<file path="config.mk">
export PLATFORM = sky130hd
export DESIGN_NAME = mac_seq
export DESIGN_NICKNAME = d
export VERILOG_FILES = /design/src/rtl/mac_pkg.sv /design/src/rtl/mac_seq_addr_gen.sv /design/src/rtl/mac_seq.sv
export SDC_FILE = /design/constraint.sdc
export NUM_CORES = 1
export LEC_CHECK = 0
export BUFFER_PORTS_ARGS = -buffer_cell sky130_fd_sc_hd__buf_2
export CORE_MARGIN = 2
export CORE_UTILIZATION = 25
export DETAILED_ROUTE_END_ITERATION = 8
export PLACE_DENSITY = 0.44
export RECOVER_POWER = 25
export SYNTH_ARGS = -nofsm -noshare
export SYNTH_HDL_FRONTEND = slang
export SYNTH_HIERARCHICAL = 1
export SYNTH_SLANG_ARGS = --single-unit
</file>
<file path="constraint.sdc">
create_clock -name clk_i -period 3.2 [get_ports clk_i]
set_input_delay 0.32 -clock clk_i [delete_from_list [all_inputs] [get_ports clk_i]]
set_output_delay 0.32 -clock clk_i [all_outputs]
set_load 0.1 [all_outputs]
</file>
<file path="src/rtl/mac_pkg.sv">
// Shared types and constants for the MAC sequencer.
//   mac_seq_state_t : sequencer FSM states
//   PERF_W          : width of the optional completed-result counter
package mac_pkg;

    typedef enum logic [1:0] {
        IDLE,
        CLEAR,
        RUN,
        DONE
    } mac_seq_state_t;

    localparam int unsigned PERF_W = 16;

endpackage

</file>
<file path="src/rtl/mac_seq_addr_gen.sv">
// Operand address generator: holds the base address and a loadable index counter
// and presents base + idx (mod 2**ADDR_W) as the read address.
// Ports:
//   clk_i, rst_ni : clock, asynchronous active-low reset
//   load_i        : capture base_i and clear the index
//   base_i        : first operand address
//   inc_i         : advance the index by one
//   idx_o         : current index (LEN_W+1 bits so a full-length run never wraps)
//   addr_o        : base + idx, wrapping in the address space
module mac_seq_addr_gen #(
    parameter int unsigned ADDR_W = 4,
    parameter int unsigned LEN_W  = 5
) (
    input  logic              clk_i,
    input  logic              rst_ni,
    input  logic              load_i,
    input  logic [ADDR_W-1:0] base_i,
    input  logic              inc_i,
    output logic [LEN_W:0]    idx_o,
    output logic [ADDR_W-1:0] addr_o
);

    logic [ADDR_W-1:0] base_q;
    logic [LEN_W:0]    idx_q;

    always_ff @(posedge clk_i or negedge rst_ni) begin
        if (!rst_ni) begin
            base_q <= '0;
            idx_q  <= '0;
        end else if (load_i) begin
            base_q <= base_i;
            idx_q  <= '0;
        end else if (inc_i) begin
            idx_q <= idx_q + (LEN_W + 1)'(1);
        end
    end

    assign idx_o  = idx_q;
    assign addr_o = base_q + ADDR_W'(idx_q);

endmodule

</file>
<file path="src/rtl/mac_seq.sv">
// MAC sequencer: on an accepted start, clears the MAC, streams len operand reads
// from a 1-cycle-latency memory, pulses mac_en in step with the returned data and
// then holds the result under a valid/ready handshake.
// Ports:
//   clk_i, rst_ni        : clock, asynchronous active-low reset
//   start_i, start_rdy_o : command handshake (ready only in IDLE)
//   base_addr_i, len_i   : command fields, sampled on accept
//   busy_o               : high outside IDLE
//   rd_en_o, rd_addr_o   : operand memory read port
//   mac_clr_o, mac_en_o  : MAC clear / accumulate enable
//   res_valid_o, res_ready_i : result handshake
//   perf_ops_o           : completed-result count, only with MAC_SEQ_PERF_EN
// Optional feature macro: MAC_SEQ_PERF_EN
module mac_seq
    import mac_pkg::*;
#(
    parameter int unsigned ADDR_W = 4,
    parameter int unsigned LEN_W  = 5
) (
    input  logic              clk_i,
    input  logic              rst_ni,
    input  logic              start_i,
    output logic              start_rdy_o,
    input  logic [ADDR_W-1:0] base_addr_i,
    input  logic [LEN_W-1:0]  len_i,
    output logic              busy_o,
    output logic              rd_en_o,
    output logic [ADDR_W-1:0] rd_addr_o,
    output logic              mac_clr_o,
    output logic              mac_en_o,
    output logic              res_valid_o,
    input  logic              res_ready_i
`ifdef MAC_SEQ_PERF_EN
    ,
    output logic [PERF_W-1:0] perf_ops_o
`endif
);

    mac_seq_state_t   state_q, state_d;
    logic [LEN_W-1:0] len_q;
    logic             mac_en_q;
    logic             accept;
    logic             rd_en;
    logic             mac_clr;
    logic [LEN_W:0]   idx;

    assign accept = (state_q == IDLE) && start_i;

    always_comb begin
        state_d = state_q;
        rd_en   = 1'b0;
        mac_clr = 1'b0;
        unique case (state_q)
            IDLE: begin
                if (start_i) state_d = CLEAR;
            end
            CLEAR: begin
                mac_clr = 1'b1;
                if (len_q != '0) begin
                    rd_en   = 1'b1;
                    state_d = RUN;
                end else begin
                    state_d = DONE;
                end
            end
            RUN: begin
                // Once all reads are issued, this cycle carries the last mac_en.
                if (idx < {1'b0, len_q}) begin
                    rd_en = 1'b1;
                end else begin
                    state_d = DONE;
                end
            end
            DONE: begin
                if (res_ready_i) state_d = IDLE;
            end
        endcase
    end

    always_ff @(posedge clk_i or negedge rst_ni) begin
        if (!rst_ni) begin
            state_q  <= IDLE;
            len_q    <= '0;
            mac_en_q <= 1'b0;
        end else begin
            state_q  <= state_d;
            // Data returns one cycle after the read strobe.
            mac_en_q <= rd_en;
            if (accept) len_q <= len_i;
        end
    end

    mac_seq_addr_gen #(
        .ADDR_W(ADDR_W),
        .LEN_W (LEN_W)
    ) u_addr_gen (
        .clk_i (clk_i),
        .rst_ni(rst_ni),
        .load_i(accept),
        .base_i(base_addr_i),
        .inc_i (rd_en),
        .idx_o (idx),
        .addr_o(rd_addr_o)
    );

    assign start_rdy_o = (state_q == IDLE);
    assign busy_o      = (state_q != IDLE);
    assign rd_en_o     = rd_en;
    assign mac_clr_o   = mac_clr;
    assign mac_en_o    = mac_en_q;
    assign res_valid_o = (state_q == DONE);

`ifdef MAC_SEQ_PERF_EN
    logic [PERF_W-1:0] perf_q;

    always_ff @(posedge clk_i or negedge rst_ni) begin
        if (!rst_ni) begin
            perf_q <= '0;
        end else if ((state_q == DONE) && res_ready_i && (perf_q != '1)) begin
            perf_q <= perf_q + PERF_W'(1);
        end
    end

    assign perf_ops_o = perf_q;
`endif

endmodule

</file>
==> results of run 1 <==
how the worst min path moves through the flow:
stage / start / endpoint / slack [ps]
3_3_place_gp: rst_ni / len_q[0]$_DFFE_PN0P_ / 290
2_1_floorplan: rst_ni / len_q[0]$_DFFE_PN0P_ / 20
6_report: rst_ni / state_q[0]$_DFFE_PN0P_ / 220
4_1_cts: rst_ni / state_q[0]$_DFFE_PN0P_ / 10
5_1_grt: base_addr_i[1] / u_addr_gen/base_q[1]$_DFFE_PN0P_ / 270
3_5_place_dp: rst_ni / len_q[0]$_DFFE_PN0P_ / 290
layer usage:
| layer | track usage, % | share of wire [%] | up-vias |
|---|---|---|---|
| met3 | 2.11 | 7.0 | 2 |
| li1 | - | - | 394 |
| met5 | 0 | 0 | - |
| met2 | 17.4 | 45 | 24 |
| met1 | 14.2 | 47 | 362 |
| met4 | 4.41 | 0.67 | 0 |
metrics by stage:
stage	hold WS [ps]	cell area [um2]	std cells
detailed placement	288	1230	172
floorplan	24.4	1070	101
global route	267	1290	176
global placement	290	1230	172
CTS	10.3	1290	176
finish	223	1290	176
registers in the layout (all words and copies together) (netlist names):
register,flops
len_q,5
mac_en_o,1
state_q,2
u_addr_gen/base_q,4
u_addr_gen/idx_o,6
kinds of logic after synthesis:
| kind of cell | Yosys count |
|---|---|
| AO/OA/AOI/OAI | 21 |
| XOR/XNOR | 7 |
| adder cells (fa/ha/maj) | 13 |
| buffers and inverters | 15 |
| flip-flops | 18 |
| multiplexers | 6 |
| AND/OR/NAND/NOR | 21 |
critical path, delay by kind of cell, from the launching register on:
family | cells | cell delay, ps
adder cells (fa/ha/maj) | 1 | 170
AO/OA/AOI/OAI | 2 | 440
flip-flops | 1 | 440
buffers and inverters | 2 | 610
AND/OR/NAND/NOR | 1 | 470
layout make-up:
| type | instances | share of cell area [%] |
|---|---|---|
| well taps | 50 | 4.85 |
| multi-input cells | 68 | 43.4 |
| inverters | 14 | 4.08 |
| repair buffers | 22 | 8.45 |
| clock buffers | 4 | 4.27 |
| flip-flops and latches | 18 | 35.0 |
cell usage in the layout (no fill, tap or decap):
cell type  count
nor2_1         5
mux2_2         5
clkbuf_8       4
fa_1           1
o211ai_1       3
o311a_1        1
clkinv_1       1
buf_2         21
dfrtp_1       18
xnor2_1        3
or3b_2         1
mux2i_1        1
a21boi_4       1
a21oi_2        1
a2bb2oi_1      1
xor2_1         4
nand4_2        1
nor3b_1        2
ha_1          12
a21o_1         2
nor3_1         1
a21oi_1        3
nand4_1        1
a31o_1         1
clkbuf_1       1
nand2_1        8
or3_1          1
inv_1         13
o21ai_0        8
or4_4          1
==> flow_summary.html, run 1 <==
<table>
<tr><th>Metric</th><th>Value</th></tr>
<tr><th colspan="2">Worst setup path</th></tr>
<tr><td>FF-to-FF Start</td><td>state_q[0]$_DFFE_PN0P_</td></tr>
<tr><td>Critical Path Max Stage Delay</td><td>around 480 ps</td></tr>
<tr><td>Worst-case reg-to-reg path depth</td><td>8</td></tr>
<tr><td>Critical path peak fanout</td><td>7</td></tr>
<tr><td>Origin of the worst setup path</td><td>state_q[0]$_DFFE_PN0P_</td></tr>
<tr><td>CP arrival</td><td>2380 ps</td></tr>
<tr><td>Cell-by-cell listing of the critical path</td><td>inv_1 -&gt; ha_1 -&gt; or3b_2 -&gt; a21o_1 -&gt; a21boi_4 -&gt; buf_2</td></tr>
<tr><td>Setup slack of the most critical reg-to-reg path</td><td>770 ps</td></tr>
<tr><td>CP Class</td><td>flip-flop to output pin</td></tr>
<tr><td>Cell with the largest stage delay on the worst path</td><td>buf_2</td></tr>
<tr><td>Capturing element type of the critical path</td><td>output pin</td></tr>
<tr><td>Crit start category</td><td>flip-flop</td></tr>
<tr><td>Crit path capture</td><td>rd_en_o</td></tr>
<tr><td>Crit path required time</td><td>roughly 2900 ps</td></tr>
<tr><td>Endpoint of the worst-slack reg-to-reg timing path</td><td>u_addr_gen/idx_o[5]$_DFFE_PN0P_</td></tr>
<tr><th colspan="2">Timing</th></tr>
<tr><td>RSZ-0062 raised after global routing</td><td>false</td></tr>
<tr><td>Period utilisation layout</td><td>between 80% and 90%</td></tr>
<tr><td>Slew at the pin closest to its max-slew limit</td><td>just over 1000 ps</td></tr>
<tr><td>Final TNS setup</td><td>0 ps</td></tr>
<tr><td>Tightest slew margin relative to the limit</td><td>a little under a third</td></tr>
<tr><td>Final Skew</td><td>4.96 ps</td></tr>
<tr><td>Post-route worst setup slack</td><td>approximately 500 ps</td></tr>
<tr><td>Crit path time final</td><td>about 2700 ps</td></tr>
<tr><td>Highest achievable clock rate</td><td>about 370 MHz</td></tr>
<tr><td>Slew Viols, Final</td><td>0</td></tr>
<tr><td>Final setup violation count</td><td>0</td></tr>
<tr><td>Number of endpoints with negative hold slack in the final report</td><td>0</td></tr>
<tr><th colspan="2">Logic synthesis</th></tr>
<tr><td>Main combinational cell family by area after synthesis</td><td>adder cells</td></tr>
<tr><td>Number of instances in the synthesized netlist</td><td>101</td></tr>
<tr><td>Compound-gate portion of the synthesized area</td><td>12.9%</td></tr>
<tr><td>Net count of the mapped netlist</td><td>roughly 130</td></tr>
<tr><td>Post-Syn Area</td><td>between 1000 and 1500 um2</td></tr>
<tr><td>Async set-or-reset flop fraction in the synthesized netlist</td><td>100%</td></tr>
<tr><td>Synthesized area per cell</td><td>between 10 and 15 um2</td></tr>
<tr><td>Most frequently used flop master after synthesis</td><td>dfrtp_1</td></tr>
<tr><td>Synth area leader</td><td>dfrtp_1</td></tr>
<tr><td>Basic-gate share of the synthesized area counting and, or, nand and nor cells</td><td>between 10% and 20%</td></tr>
<tr><td>Part of the Yosys area used for sequential elements</td><td>a little over two fifths</td></tr>
<tr><td>Yosys warnings</td><td>6</td></tr>
<tr><td>Number of distinct library cell variants in the gate-level netlist after synthesis</td><td>28</td></tr>
<tr><td>Area share of the largest cell type after synthesis</td><td>a little over two fifths</td></tr>
<tr><td>Synth area leaders</td><td>dfrtp_1 43%, ha_1 14%, mux2_2 5.3%, inv_1 4.6%, o21ai_0 3.8%</td></tr>
<tr><td>Most common library cells after synthesis</td><td>18 x dfrtp_1, 13 x inv_1, 12 x ha_1</td></tr>
<tr><td>Adder-cell area share of the yosys netlist</td><td>between 10% and 20%</td></tr>
<tr><td>Multiplexer share of the synthesized area</td><td>under 10%</td></tr>
<tr><td>Xor and xnor area share after synthesis</td><td>5.81%</td></tr>
<tr><td>Register bit total from synthesis</td><td>18</td></tr>
<tr><td>Leading cell type by number of instances after synthesis</td><td>dfrtp_1</td></tr>
<tr><td>Count of flip-flops with a built-in enable after synthesis</td><td>0</td></tr>
<tr><th colspan="2">Clocking</th></tr>
<tr><td>Count of instances resized after the clock tree is built</td><td>0</td></tr>
<tr><td>Clock insertion delay at the later pin of the skew report</td><td>250 ps</td></tr>
<tr><td>Clock sink total</td><td>18</td></tr>
<tr><td>Clock-pin slew on the worst setup and hold paths</td><td>roughly 70 ps</td></tr>
<tr><td>Buffers inserted by post-CTS timing repair</td><td>0</td></tr>
<tr><td>Number of hold buffers added after cts</td><td>0</td></tr>
<tr><td>Level count of the clock H-tree</td><td>1</td></tr>
<tr><td>CTS Root Buffer Type</td><td>clkbuf_8</td></tr>
<tr><td>Max Root-Sink Buffers</td><td>2</td></tr>
<tr><td>TritonCTS Buffers</td><td>3</td></tr>
<tr><td>Clock tree from TritonCTS</td><td>built</td></tr>
<tr><th colspan="2">Drt</th></tr>
<tr><td>Post-route DRC</td><td>0</td></tr>
<tr><td>Number of optimization iterations in the first detailed-route pass</td><td>4</td></tr>
<tr><td>DR WL/cell</td><td>12.7 um</td></tr>
<tr><td>Number of DRC markers after the initial detailed-route iteration</td><td>24</td></tr>
<tr><td>Average vias per placed instance</td><td>between 4 and 5</td></tr>
<tr><td>Count of nets left with antenna violations after detail routing</td><td>0</td></tr>
<tr><td>Wirelength, routed</td><td>2240 um</td></tr>
<tr><td>Via Count</td><td>782</td></tr>
<tr><th colspan="2">Flow run</th></tr>
<tr><td>Count of max-cap constraint violations</td><td>0</td></tr>
<tr><th colspan="2">Floorplanning</th></tr>
<tr><td>Effective utilization at floorplan</td><td>between 20% and 30%</td></tr>
<tr><td>Io pins</td><td>23</td></tr>
<tr><td>Overall die width</td><td>between 60 and 70 um</td></tr>
<tr><td>Vertical extent of the die</td><td>69.0 um</td></tr>
<tr><td>Total die area</td><td>between 4000 and 5000 um2</td></tr>
<tr><td>Cell Rows</td><td>23</td></tr>
<tr><td>Core area</td><td>just over 4000 um2</td></tr>
<tr><th colspan="2">Final layout</th></tr>
<tr><td># nets final</td><td>153</td></tr>
<tr><td>Area of the multi-input gates</td><td>around 560 um2</td></tr>
<tr><td>Reg area</td><td>450 um2</td></tr>
<tr><td>End-of-flow core utilization</td><td>a little under a third</td></tr>
<tr><td>Share of layout cells above drive strength 1</td><td>27.8%</td></tr>
<tr><td>Number of fillers in the final layout</td><td>440</td></tr>
<tr><td>Antenna fix cells</td><td>0</td></tr>
<tr><td>Synthesis-to-layout area growth</td><td>22.2%</td></tr>
<tr><th colspan="2">Global routing</th></tr>
<tr><td>GRT Residual Overflow</td><td>0</td></tr>
<tr><td>Antenna violations before repair</td><td>0</td></tr>
<tr><td>Number of global-route vias before repair</td><td>805</td></tr>
<tr><td>First-pass GRT wire length</td><td>roughly 3700 um</td></tr>
<tr><td>Maximum number of pins on one net before global-route repair</td><td>20</td></tr>
<tr><td>Overall routing resource usage</td><td>10.8%</td></tr>
<tr><th colspan="2">Placed design</th></tr>
<tr><td>Post-detailed-placement half-perimeter wirelength</td><td>around 1700 um</td></tr>
<tr><td>Routability-driven placement congestion ratio</td><td>0.741</td></tr>
<tr><td>Number of buffers inserted by port buffering</td><td>22</td></tr>
<tr><td>Pre-CTS setup slack</td><td>786 ps</td></tr>
<tr><th colspan="2">Min path</th></tr>
<tr><td>Class of the most critical hold timing path</td><td>primary input to async pin</td></tr>
<tr><th colspan="2">Outcome</th></tr>
<tr><td>Outcome</td><td>completed</td></tr>
</table>
Power of run 1 is not shown: default switching activity piles up to over one toggle a cycle in this logic, so the estimate is an artifact.
==> run 2, diff against run 1 <==
--- a/config.mk
+++ b/config.mk
@@ -5,6 +5,7 @@
 export SDC_FILE = /design/constraint.sdc
 export NUM_CORES = 1
 export LEC_CHECK = 0
+export ABC_AREA = 1
 export BUFFER_PORTS_ARGS = -buffer_cell sky130_fd_sc_hd__buf_2
 export CORE_MARGIN = 2
 export CORE_UTILIZATION = 25
==> constraint.sdc (replaced) <==
create_clock -name clk_i -period 2.5 [get_ports clk_i]
set_input_delay 0.25 -clock clk_i [delete_from_list [all_inputs] [get_ports clk_i]]
set_output_delay 0.25 -clock clk_i [all_outputs]
set_load 0.1 [all_outputs]
==> flow_summary.html, run 2 <==
<table>
<tr><th>Metric</th><th>Value</th></tr>
<tr><th colspan="2">Final layout</th></tr>
<tr><td>End-of-flow core utilization</td><td>31.4% (was 32.0%)</td></tr>
<tr><td>Flip-flop count of the largest register after layout</td><td>6 (unchanged)</td></tr>
<tr><td>Number of fillers in the final layout</td><td>496 (was 440)</td></tr>
<tr><td>Antenna fix cells</td><td>0 (unchanged)</td></tr>
<tr><td>Share of layout cells above drive strength 1</td><td>22.5% (was 27.8%)</td></tr>
<tr><td>Synthesis-to-layout area growth</td><td>21.9% (was 22.2%)</td></tr>
<tr><td># nets final</td><td>197 (was 153)</td></tr>
<tr><td>Commonest non-fill, non-tap cells in the layout</td><td>43 x nand2_1, 20 x inv_1, 20 x buf_2 (was 21 x buf_2, 18 x dfrtp_1, 13 x inv_1)</td></tr>
<tr><td>Commonest non-fill, non-tap cell in the layout</td><td>nand2_1 (was buf_2)</td></tr>
<tr><th colspan="2">Floorplanning</th></tr>
<tr><td>Io pins</td><td>23 (unchanged)</td></tr>
<tr><td>Core area</td><td>4320 um2 (was 4030 um2)</td></tr>
<tr><td>Total die area</td><td>5010 um2 (was 4750 um2)</td></tr>
<tr><td>Effective utilization at floorplan</td><td>25.8% (was 26.2%)</td></tr>
<tr><td>Overall die width</td><td>70.8 um (was 69.0 um)</td></tr>
<tr><td>Vertical extent of the die</td><td>70.8 um (was 69.0 um)</td></tr>
<tr><td>Cell Rows</td><td>24 (was 23)</td></tr>
<tr><th colspan="2">Timing</th></tr>
<tr><td>Number of endpoints with negative hold slack in the final report</td><td>0 (unchanged)</td></tr>
<tr><td>Final TNS setup</td><td>0 ps (unchanged)</td></tr>
<tr><td>Highest achievable clock rate</td><td>approximately 440 MHz</td></tr>
<tr><td>Slew Viols, Final</td><td>0 (unchanged)</td></tr>
<tr><td>Final Skew</td><td>1.95 ps (was 4.96 ps)</td></tr>
<tr><td>Period utilisation layout</td><td>90.8%</td></tr>
<tr><td>Tightest slew margin relative to the limit</td><td>30.3% (was 30.9%)</td></tr>
<tr><td>Crit path time final</td><td>between 2000 and 2500 ps</td></tr>
<tr><td>RSZ-0062 raised after global routing</td><td>false (unchanged)</td></tr>
<tr><td>Slew at the pin closest to its max-slew limit</td><td>1040 ps (about the same)</td></tr>
<tr><td>Final setup violation count</td><td>0 (unchanged)</td></tr>
<tr><th colspan="2">Flow run</th></tr>
<tr><td>Count of max-cap constraint violations</td><td>0 (unchanged)</td></tr>
<tr><th colspan="2">Worst setup path</th></tr>
<tr><td>Setup slack of the most critical reg-to-reg path</td><td>560 ps (was 770 ps)</td></tr>
<tr><td>Origin of the worst setup path</td><td>u_addr_gen/idx_o[3]$_DFFE_PN0P_ (was state_q[0]$_DFFE_PN0P_)</td></tr>
<tr><td>Capturing element type of the critical path</td><td>output pin (unchanged)</td></tr>
<tr><td>Worst-case reg-to-reg path depth</td><td>11 (was 8)</td></tr>
<tr><td>CP Buf/Inv Count</td><td>1 (was 2)</td></tr>
<tr><td>Endpoint of the worst-slack reg-to-reg timing path</td><td>u_addr_gen/idx_o[5]$_DFFE_PN0P_ (unchanged)</td></tr>
<tr><td>FF-to-FF Start</td><td>u_addr_gen/idx_o[3]$_DFFE_PN0P_ (was state_q[0]$_DFFE_PN0P_)</td></tr>
<tr><td>Crit-path most repeated cell</td><td>nand2_1</td></tr>
<tr><td>Crit path capture</td><td>rd_en_o (unchanged)</td></tr>
<tr><td>CP Class</td><td>flip-flop to output pin (unchanged)</td></tr>
<tr><td>Stages on worst setup path</td><td>7 (was 6)</td></tr>
<tr><td>Critical Path Max Stage Delay</td><td>430 ps (was 480 ps)</td></tr>
<tr><td>CP arrival</td><td>2020 ps (was 2380 ps)</td></tr>
<tr><td>Cell-by-cell listing of the critical path</td><td>ha_1 -&gt; nand2_1 -&gt; nand2_1 -&gt; a21oi_2 -&gt; nand2_2 -&gt; a21boi_4 -&gt; clkbuf_4 (was inv_1 -&gt; ha_1 -&gt; or3b_2 -&gt; a21o_1 -&gt; a21boi_4 -&gt; buf_2)</td></tr>
<tr><td>Critical path peak fanout</td><td>8 (was 7)</td></tr>
<tr><td>Crit path required time</td><td>2250 ps (was 2880 ps)</td></tr>
<tr><td>Top cell family by delay on the critical path</td><td>flip-flops (was buffers and inverters)</td></tr>
<tr><td>Cell with the largest stage delay on the worst path</td><td>dfrtp_1 (was buf_2)</td></tr>
<tr><td>Crit start category</td><td>flip-flop (unchanged)</td></tr>
<tr><th colspan="2">Logic synthesis</th></tr>
<tr><td>Synth area leaders</td><td>dfrtp_1 40%, nand2_1 14%, ha_1 13%, inv_1 6.7%, nor2_1 4.0% (was dfrtp_1 43%, ha_1 14%, mux2_2 5.3%, inv_1 4.6%, o21ai_0 3.8%)</td></tr>
<tr><td>Compound-gate portion of the synthesized area</td><td>8.87% (was 12.9%)</td></tr>
<tr><td>Main combinational cell family by area after synthesis</td><td>simple AND/OR/NAND/NOR gates (was adder cells)</td></tr>
<tr><td>Number of instances in the synthesized netlist</td><td>144 (was 101)</td></tr>
<tr><td>Post-Syn Area</td><td>1110 um2 (was 1050 um2)</td></tr>
<tr><td>Part of the Yosys area used for sequential elements</td><td>40.4% (was 42.7%)</td></tr>
<tr><td>Xor and xnor area share after synthesis</td><td>0.786% (was 5.81%)</td></tr>
<tr><td>Most common library cells after synthesis</td><td>43 x nand2_1, 20 x inv_1, 18 x dfrtp_1 (was 18 x dfrtp_1, 13 x inv_1, 12 x ha_1)</td></tr>
<tr><td>Async set-or-reset flop fraction in the synthesized netlist</td><td>100% (unchanged)</td></tr>
<tr><td>Net count of the mapped netlist</td><td>170 (was 127)</td></tr>
<tr><td>Area share of the largest cell type after synthesis</td><td>40.4% (was 42.7%)</td></tr>
<tr><td>Synthesized area per cell</td><td>7.74 um2 (was 10.4 um2)</td></tr>
<tr><td>Multiplexer share of the synthesized area</td><td>0% (was 6.29%)</td></tr>
<tr><td>Adder-cell area share of the yosys netlist</td><td>15.3% (was 16.1%)</td></tr>
<tr><td>Leading cell type by number of instances after synthesis</td><td>nand2_1 (was dfrtp_1)</td></tr>
<tr><td>Synth area leader</td><td>dfrtp_1 (unchanged)</td></tr>
<tr><td>Yosys warnings</td><td>6 (unchanged)</td></tr>
<tr><td>Basic-gate share of the synthesized area counting and, or, nand and nor cells</td><td>25.8% (was 10.8%)</td></tr>
<tr><td>Most frequently used flop master after synthesis</td><td>dfrtp_1 (unchanged)</td></tr>
<tr><td>Count of flip-flops with a built-in enable after synthesis</td><td>0 (unchanged)</td></tr>
<tr><td>Number of distinct library cell variants in the gate-level netlist after synthesis</td><td>21 (was 28)</td></tr>
<tr><td>Register bit total from synthesis</td><td>18 (unchanged)</td></tr>
<tr><th colspan="2">Global routing</th></tr>
<tr><td>GRT Residual Overflow</td><td>0 (unchanged)</td></tr>
<tr><td>Number of global-route vias before repair</td><td>923 (was 805)</td></tr>
<tr><td>Maximum number of pins on one net before global-route repair</td><td>19 (was 20)</td></tr>
<tr><td>First-pass GRT wire length</td><td>4140 um (was 3690 um)</td></tr>
<tr><td>Overall routing resource usage</td><td>10.4% (was 10.8%)</td></tr>
<tr><td>Antenna violations before repair</td><td>0 (unchanged)</td></tr>
<tr><th colspan="2">Drt</th></tr>
<tr><td>DR WL/cell</td><td>11.2 um (was 12.7 um)</td></tr>
<tr><td>Wirelength, routed</td><td>2480 um (was 2240 um)</td></tr>
<tr><td>Via Count</td><td>956 (was 782)</td></tr>
<tr><td>Number of optimization iterations in the first detailed-route pass</td><td>4 (unchanged)</td></tr>
<tr><td>Number of DRC markers after the initial detailed-route iteration</td><td>49 (was 24)</td></tr>
<tr><td>Average vias per placed instance</td><td>4.33 (was 4.44)</td></tr>
<tr><td>Count of nets left with antenna violations after detail routing</td><td>0 (unchanged)</td></tr>
<tr><td>Post-route DRC</td><td>0 (unchanged)</td></tr>
<tr><th colspan="2">Clocking</th></tr>
<tr><td>CTS Root Buffer Type</td><td>clkbuf_8 (unchanged)</td></tr>
<tr><td>Clock sink total</td><td>18 (unchanged)</td></tr>
<tr><td>Max Root-Sink Buffers</td><td>2 (unchanged)</td></tr>
<tr><td>TritonCTS Buffers</td><td>3 (unchanged)</td></tr>
<tr><td>Level count of the clock H-tree</td><td>1 (unchanged)</td></tr>
<tr><td>Buffers inserted by post-CTS timing repair</td><td>0 (unchanged)</td></tr>
<tr><td>Clock insertion delay at the later pin of the skew report</td><td>250 ps (about the same)</td></tr>
<tr><td>Clock tree from TritonCTS</td><td>built (unchanged)</td></tr>
<tr><td>Clock-pin slew on the worst setup and hold paths</td><td>70 ps (about the same)</td></tr>
<tr><th colspan="2">Placed design</th></tr>
<tr><td>Number of buffers inserted by port buffering</td><td>22 (unchanged)</td></tr>
<tr><td>Routability-driven placement congestion ratio</td><td>0.733 (was 0.741)</td></tr>
<tr><td>Post-detailed-placement half-perimeter wirelength</td><td>1880 um (was 1690 um)</td></tr>
<tr><th colspan="2">Outcome</th></tr>
<tr><td>Outcome</td><td>completed (unchanged)</td></tr>
<tr><th colspan="2">Min path</th></tr>
<tr><td>Class of the most critical hold timing path</td><td>primary input to flip-flop (was primary input to async pin)</td></tr>
<tr><td>HP Start</td><td>len_i[0]</td></tr>
</table>
run 2: cell count changes in the layout (fill, tap and decap cells not counted), moves of 4 or more:
| cell | delta |
|---|---|
| nor2_1 | +7 |
| o21ai_0 | -6 |
| nand3_1 | +8 |
| mux2_2 | -5 |
| inv_2 | +5 |
| inv_1 | +7 |
| nand2_1 | +35 |
| o21ai_1 | +6 |
| xor2_1 | -4 |
run 2: cell families (layout without fill, tap and decap cells):
logic type,after synthesis,in the layout
flip-flops,18,18
adder cells (fa/ha/maj),13,13
buffers and inverters,26,51
XOR/XNOR,1,1
AND/OR/NAND/NOR,69,69
AO/OA/AOI/OAI,17,17
run 2: how the worst min path moves through the flow:
stage | endpoint | slack, ps | cells past startpoint
global placement | mac_en_o$_DFF_PN0_ | 220 | 1
global route | len_q[0]$_DFFE_PN0P_ | 200 | 3
floorplan | len_q[0]$_DFFE_PN0P_ | -50 | 0
CTS | u_addr_gen/base_q[0]$_DFFE_PN0P_ | 190 | 3
detailed placement | mac_en_o$_DFF_PN0_ | 220 | 1
finish | len_q[0]$_DFFE_PN0P_ | 190 | 3
run 2: repair_timing:
item / in CTS / in global routing
endpoints found under the setup margin: 0 / 1
hold buffers: 1 / 0
endpoints found under the hold margin: 18 / 0
resized for setup: 0 / 1
run 2: through the flow:
step	std cells	setup slack [ps]	hold WS (ps)	area, um2
floorplan	144	39.3	-45.6	1140
global placement	217	475	219	1310
detailed placement	217	415	224	1310
CTS	221	122	187	1360
global route	221	78.1	196	1360
finish	221	231	193	1360
run 2: cell type report:
| type | instances | area (um2) | area share [%] |
|---|---|---|---|
| Inverter | 25 | 93.8 | 6.91 |
| Multi-Input combinational cell | 100 | 587 | 43.2 |
| Sequential cell | 18 | 450 | 33.1 |
| Clock buffer | 3 | 41.3 | 3.04 |
| Timing Repair Buffer | 23 | 121 | 8.93 |
| Tap cell | 52 | 65.1 | 4.79 |
run 2: per-layer routing:
metal	track usage, %	routed length (um)	up-vias
li1	-	-	499
met1	12.7	1160	430
met2	17.3	1140	25
met3	3.70	163	2
met4	3.14	16	0
met5	0	0	-
run 2: worst reg2reg max path: stages (launching register included):
cell,delay (ps)
dfrtp_1,430
ha_1,310
nand2_1,60
nand2_1,60
a21oi_2,130
nand2_2,100
a21boi_4,280
nand2_2,140
nor2_4,140
nand3_1,80
nand2_1,70
nor2_1,40
Power of run 2 is left out for the same reason.
